===== src/rtl/lzd_pkg.sv =====
`default_nettype none
// ============================================================================
//  Module      : lzd_pkg
//  Description : Shared types and elaboration-time helpers for the pipelined
//                leading-zero detector (lzd_pipe / lzd_merge).
//  Revision    : 1.0 - initial release
// ============================================================================
package lzd_pkg;

    // Widest tree supported: DATA_W up to 256 pads to 256 = 2^8
    localparam int LZD_MAX_LEVELS = 8;
    localparam int LZD_NODE_W     = LZD_MAX_LEVELS + 1;

    // Tree node: v = subtree holds a one, p = leading-zero count within the
    // subtree. A level-L node only uses p[L-1:0]; upper bits stay zero.
    typedef struct packed {
        logic                      v;
        logic [LZD_MAX_LEVELS-1:0] p;
    } lzd_node_t;

    // Ceiling log2, clog2(1) = 0
    function automatic int clog2(input int n);
        int r;
        r = 0;
        for (int i = 0; i < 31; i++) begin
            if ((1 << i) < n) r = i + 1;
        end
        return r;
    endfunction

    // Input width rounded up to a power of two
    function automatic int lzd_pad_w(input int data_w);
        return 1 << clog2(data_w);
    endfunction

    // Number of merge levels in the tree
    function automatic int lzd_levels(input int data_w);
        return clog2(lzd_pad_w(data_w));
    endfunction

    // Count width able to hold 0..data_w
    function automatic int lzd_cnt_w(input int data_w);
        return clog2(data_w + 1);
    endfunction

    // Tree level after which stage register k sits
    function automatic int lzd_reg_level(input int k, input int levels, input int stages);
        return (k * levels + stages - 1) / stages;
    endfunction

    // True when one of the inner (non-output) registers follows this level
    function automatic bit lzd_reg_after(input int level, input int levels, input int stages);
        bit hit;
        hit = 1'b0;
        for (int k = 1; k < stages; k++) begin
            if (lzd_reg_level(k, levels, stages) == level) hit = 1'b1;
        end
        return hit;
    endfunction

endpackage
`default_nettype wire


===== src/rtl/lzd_merge.sv =====
`default_nettype none
// ============================================================================
//  Module      : lzd_merge
//  Description : One combinational node of the leading-zero merge tree.
//                Combines the (v, p) pair of an upper and a lower half into
//                the pair of the whole, at tree level LEVEL.
//  Revision    : 1.0 - initial release
// ============================================================================
module lzd_merge
    import lzd_pkg::*;
#(
    parameter int LEVEL = 1
) (
    input  logic [LZD_NODE_W-1:0] hi_i,
    input  logic [LZD_NODE_W-1:0] lo_i,
    output logic [LZD_NODE_W-1:0] node_o
);

    lzd_node_t w_hi;
    lzd_node_t w_lo;
    lzd_node_t w_node;

    assign w_hi = lzd_node_t'(hi_i);
    assign w_lo = lzd_node_t'(lo_i);

    // Upper half wins if it holds a one; otherwise its full width of zeros
    // (the new MSB of p) is added in front of the lower half's count
    always_comb begin
        w_node            = w_hi.v ? w_hi : w_lo;
        w_node.v          = w_hi.v | w_lo.v;
        w_node.p[LEVEL-1] = ~w_hi.v;
    end

    assign node_o = w_node;

endmodule
`default_nettype wire


===== src/rtl/lzd_pipe.sv =====
`default_nettype none
// ============================================================================
//  Module      : lzd_pipe
//  Description : Parametrised pipelined leading-zero detector with valid/ready
//                handshake and all-zero flag. Input is padded with ones at the
//                LSB end to a power of two and reduced by a (v, p) merge tree;
//                STAGES registers are spread across the tree levels, the last
//                one being the output register.
//                Optional macro LZD_NORM_EN adds out_norm = in_data << count.
//  Revision    : 1.0 - initial release
// ============================================================================
module lzd_pipe
    import lzd_pkg::*;
#(
    parameter int DATA_W = 32,
    parameter int STAGES = 2
) (
    input  logic                          clk,
    input  logic                          rst_n,
    input  logic                          in_valid,
    output logic                          in_ready,
    input  logic [DATA_W-1:0]             in_data,
    output logic                          out_valid,
    input  logic                          out_ready,
    output logic [lzd_cnt_w(DATA_W)-1:0]  out_count,
    output logic                          out_zero
`ifdef LZD_NORM_EN
    ,
    output logic [DATA_W-1:0]             out_norm
`endif
);

    localparam int PAD_W  = lzd_pad_w(DATA_W);
    localparam int LEVELS = lzd_levels(DATA_W);
    localparam int CNT_W  = lzd_cnt_w(DATA_W);

    logic             out_valid_q;
    logic [CNT_W-1:0] count_q;
    logic             zero_q;
    logic             w_adv;
    logic [PAD_W-1:0] w_pad;

    // Global stall: every stage moves only when the output can be vacated
    assign w_adv    = ~out_valid_q | out_ready;
    assign in_ready = w_adv;

    // Ones below the LSB stop the scan early but never precede a real one
    if (PAD_W > DATA_W) begin : g_pad
        assign w_pad = {in_data, {(PAD_W-DATA_W){1'b1}}};
    end else begin : g_nopad
        assign w_pad = in_data;
    end

    for (genvar l = 1; l <= LEVELS; l++) begin : g_lvl
        localparam int N = PAD_W >> l;

        logic [LZD_NODE_W-1:0] w_node [N];
        logic [LZD_NODE_W-1:0] w_out  [N];
        logic                  w_vld_in;
        logic                  w_vld;
`ifdef LZD_NORM_EN
        logic [DATA_W-1:0]     w_dat_in;
        logic [DATA_W-1:0]     w_dat;
`endif

        if (l == 1) begin : g_src_in
            assign w_vld_in = in_valid;
`ifdef LZD_NORM_EN
            assign w_dat_in = in_data;
`endif
        end else begin : g_src_prev
            assign w_vld_in = g_lvl[l-1].w_vld;
`ifdef LZD_NORM_EN
            assign w_dat_in = g_lvl[l-1].w_dat;
`endif
        end

        for (genvar j = 0; j < N; j++) begin : g_node
            logic [LZD_NODE_W-1:0] w_hi;
            logic [LZD_NODE_W-1:0] w_lo;

            // Leaves treat each data bit as a one-bit subtree with p = 0
            if (l == 1) begin : g_leaf
                assign w_hi = {w_pad[2*j+1], {LZD_MAX_LEVELS{1'b0}}};
                assign w_lo = {w_pad[2*j],   {LZD_MAX_LEVELS{1'b0}}};
            end else begin : g_inner
                assign w_hi = g_lvl[l-1].w_out[2*j+1];
                assign w_lo = g_lvl[l-1].w_out[2*j];
            end

            lzd_merge #(
                .LEVEL (l)
            ) u_merge (
                .hi_i   (w_hi),
                .lo_i   (w_lo),
                .node_o (w_node[j])
            );
        end

        if (lzd_reg_after(l, LEVELS, STAGES)) begin : g_reg
            logic [LZD_NODE_W-1:0] node_q [N];
            logic                  vld_q;
`ifdef LZD_NORM_EN
            logic [DATA_W-1:0]     dat_q;
`endif

            // Inner pipeline register: nodes and valid bit shift together on adv
            always_ff @(posedge clk or negedge rst_n) begin
                if (!rst_n) begin
                    vld_q <= 1'b0;
                    for (int i = 0; i < N; i++) node_q[i] <= '0;
`ifdef LZD_NORM_EN
                    dat_q <= '0;
`endif
                end else if (w_adv) begin
                    vld_q <= w_vld_in;
                    for (int i = 0; i < N; i++) node_q[i] <= w_node[i];
`ifdef LZD_NORM_EN
                    dat_q <= w_dat_in;
`endif
                end
            end

            assign w_out = node_q;
            assign w_vld = vld_q;
`ifdef LZD_NORM_EN
            assign w_dat = dat_q;
`endif
        end else begin : g_thru
            assign w_out = w_node;
            assign w_vld = w_vld_in;
`ifdef LZD_NORM_EN
            assign w_dat = w_dat_in;
`endif
        end
    end

    lzd_node_t        w_root;
    logic             w_root_vld;
    logic             zero_d;
    logic [CNT_W-1:0] count_d;

    assign w_root     = lzd_node_t'(g_lvl[LEVELS].w_out[0]);
    assign w_root_vld = g_lvl[LEVELS].w_vld;

    // With padding the root is never empty; an all-zero word then shows up as
    // a count landing exactly on the first padding bit (p == DATA_W)
    assign zero_d  = ~w_root.v | ({1'b0, w_root.p} == 9'(DATA_W));
    assign count_d = zero_d ? CNT_W'(DATA_W) : CNT_W'(w_root.p);

`ifdef LZD_NORM_EN
    logic [DATA_W-1:0] norm_q;
    logic [DATA_W-1:0] norm_d;

    assign norm_d = zero_d ? '0 : (g_lvl[LEVELS].w_dat << count_d);
`endif

    // Output register: result fields load only with a real word, so they
    // hold through bubbles and stalls
    always_ff @(posedge clk or negedge rst_n) begin
        if (!rst_n) begin
            out_valid_q <= 1'b0;
            count_q     <= '0;
            zero_q      <= 1'b0;
`ifdef LZD_NORM_EN
            norm_q      <= '0;
`endif
        end else if (w_adv) begin
            out_valid_q <= w_root_vld;
            if (w_root_vld) begin
                count_q <= count_d;
                zero_q  <= zero_d;
`ifdef LZD_NORM_EN
                norm_q  <= norm_d;
`endif
            end
        end
    end

    assign out_valid = out_valid_q;
    assign out_count = count_q;
    assign out_zero  = zero_q;
`ifdef LZD_NORM_EN
    assign out_norm  = norm_q;
`endif

endmodule
`default_nettype wire

===== config.mk =====
export PLATFORM = sky130hd
export DESIGN_NAME = lzd_pipe
export DESIGN_NICKNAME = d
export VERILOG_FILES = /design/src/rtl/lzd_pkg.sv /design/src/rtl/lzd_merge.sv /design/src/rtl/lzd_pipe.sv
export SDC_FILE = /design/constraint.sdc
export NUM_CORES = 1
export LEC_CHECK = 0
export ABC_AREA = 0
export CAP_MARGIN = 20
export CORE_MARGIN = 1.5
export CORE_UTILIZATION = 55
export DETAILED_ROUTE_END_ITERATION = 12
export PLACE_DENSITY = 0.79
export REMOVE_ABC_BUFFERS = 1
export SLEW_MARGIN = 10
export SYNTH_ARGS = -nofsm -noshare
export SYNTH_HDL_FRONTEND = slang
export SYNTH_HIERARCHICAL = 1
export SYNTH_SLANG_ARGS = --single-unit

===== constraint.sdc =====
create_clock -name clk -period 1.6 [get_ports clk]
set_input_delay 0.48 -clock clk [delete_from_list [all_inputs] [get_ports clk]]
set_output_delay 0.48 -clock clk [all_outputs]
set_load 0.02 [all_outputs]

==> flow_summary.ini <==
[status]
outcome = finished, violations left
violations = negative setup slack

[floorplan]
die_y_microns = 87.37
coreArea_sq_um = 6832
die_x_microns = 87.37
die_area_sq_um = 7634
rows = 30
ios = 45
initial_core_util = 0.5731

[synthesis]
synthCells = 306
avgSynthCellArea_sq_um = 12.79
syn_area_sq_um = 3915
yosys_warnings = 6

[final_layout]
area_delta_synth_final_pct = 28.16
nNetsFinal = 504
diodes = 0
drive_gt1_frac = 0.5032

[worst_setup_path]
reg2reg_slack_ps = -160
worstPathArrival_ps = 1970
cp-start-kind = register
r2r-end = out_zero$_DFFE_PN0P_
reg2reg_from = g_lvl[4].g_node[0].w_hi[8]$_DFFE_PN0P_
critical_path_required_ps = 1810
crit_end = out_zero$_DFFE_PN0P_
path_max_fanout = 4
r2r_cells = 6
path_class = reg2reg
crit_start = g_lvl[4].g_node[0].w_hi[8]$_DFFE_PN0P_
cp-end-kind = register

[power_and_ir_drop]
p_total_uw = 3053
p_leak_uw = 0.002844
vdd_ir_drop_max_mv = 0.2938
power_density_nw_per_um2 = 608.4

[timing]
whs_ps = 482.0
skew_ps = 9.955
final_critical_path_setup_slack_ps = -159.3
fin_crit_ps = 1759
finalCritPeriodShare = 1.100
slew_viol_final = 0
grt_setup_unrepaired = true
hold_viol_final = 0
finalSetupViolCount = 2
fmax_mhz = 568.4

[clock_tree]
clk_latency_ps = 300
clockBufferDepth = 2
cts.sinks = 37
htree_levels = 2
cts_tree = yes
holdBufCountCts = 0
clockRootBuffer = clkbuf_8
clk_pin_slew_ps = 80
cts_buffers = 5

[drt]
vias_per_cell = 4.467
drc_errors = 0
routedWlPerCell_microns = 12.61
first_pass_iters = 4
drt-initial-drc-count = 107
wl_mm = 7.122
ant_nets = 0
vias = 2524

[global_route]
grt_start_max_net_pins = 41
grt_antenna_before_repair = 0
grt_pass1_vias = 2593
grt_pass1_wl_mm = 11.59
overflow = 0
grt_use_total = 0.1944

[place]
place_congestion = 0.7454
dp_slack_ps = -649.2
dp_hpwl_mm = 5.360
io_buffers = 44

[flow_run]
drv_cap = 0

[worst_hold_path]
holdCritPathClass = reg2reg
==> flip-flops by register name, indices dropped and copies added (netlist names) <==
| register | cells |
|---|---|
| out_count | 6 |
| g_lvl.g_node.w_hi | 14 |
| g_lvl.g_node.w_lo | 14 |
| out_valid | 1 |
| out_zero | 1 |
| g_lvl.g_reg.vld_q | 1 |
==> stage by stage <==
| step | utilization | TNS (ps) | instance area (sq um) | cells |
|---|---|---|---|---|
| detailed placement | 0.6969 | -17700 | 4761 | 545 |
| floorplan | - | -3412 | 3880 | 364 |
| finish | 0.7344 | -261.8 | 5017 | 565 |
| global route | 0.7344 | -386.1 | 5017 | 565 |
| global placement | 0.6969 | -16470 | 4761 | 545 |
| CTS | 0.7311 | -209.8 | 4995 | 563 |
==> power by group <==
group | total [uW] | internal (uW) | switching, uW
registers | 1150 | 1060 | 91.4
clock network | 734 | 390 | 345
logic | 1170 | 754 | 413
==> metal layers <==
| metal | vias to the layer above | track usage | part of all wire |
|---|---|---|---|
| met3 | 8 | 0.03223 | 0.028 |
| met2 | 40 | 0.3734 | 0.55 |
| li1 | 1261 | - | - |
| met1 | 1215 | 0.2259 | 0.41 |
| met4 | 0 | 0.03463 | 0.012 |
| met5 | - | 0 | 0 |
==> placed cells by master (no fill, tap or decap), types with 4 or more instances in the layout <==
cell             instances
inv_1                   32
buf_6                    5
or2_4                   12
clkbuf_8                 7
dfrtp_1                 36
conb_1                  96
mux2_4                 129
dlygate4sd2_1           21
nand4_1                  5
or2_1                   19
buf_4                   47
mux2_2                  19
clkdlybuf4s50_1          6
clkbuf_2                 4
clkdlybuf4s15_1         12
a21bo_2                  5
==> worst min path at each step <==
| stage | end | slack [ps] | cells after the start | start |
|---|---|---|---|---|
| global placement | out_count[0]$_DFFE_PN0P_ | 470 | 1 | out_count[0]$_DFFE_PN0P_ |
| floorplan | g_lvl[3].g_reg.vld_q$_DFFE_PN0P_ | 180 | 0 | rst_n |
| CTS | out_count[2]$_DFFE_PN0P_ | 490 | 1 | out_count[2]$_DFFE_PN0P_ |
| detailed placement | out_count[2]$_DFFE_PN0P_ | 480 | 1 | out_count[2]$_DFFE_PN0P_ |
| global route | out_count[0]$_DFFE_PN0P_ | 510 | 1 | out_count[0]$_DFFE_PN0P_ |
| finish | out_count[2]$_DFFE_PN0P_ | 480 | 1 | out_count[2]$_DFFE_PN0P_ |
==> area by class of cell <==
class / instances / area [sq um]
Sequential cell: 37 / 927.1
Tap cell: 96 / 120.1
Inverter: 32 / 120.1
Clock buffer: 7 / 96.34
Multi-Input combinational cell: 295 / 2915
Timing Repair Buffer: 97 / 833.3
Clock inverter: 1 / 5.005
Fill cell: 441 / 1814
==> what timing repair did <==
| action | CTS | global route |
|---|---|---|
| pin swaps | 20 | 14 |
| cloned | 0 | 0 |
| endpoints found under the setup margin | 45 | 15 |
| endpoints found under the hold margin | 0 | 0 |
| resized for setup | 78 | 17 |
| buffers inserted | 10 | 2 |
==> critical path, cell delays in order, from the launching register on <==
cell     delay, ps
dfrtp_2        440
buf_4          160
mux2_4         290
mux2_4         280
nor4_4         250
nand2_1        100
a41oi_2        150
Power figures use the tool's default switching activity.
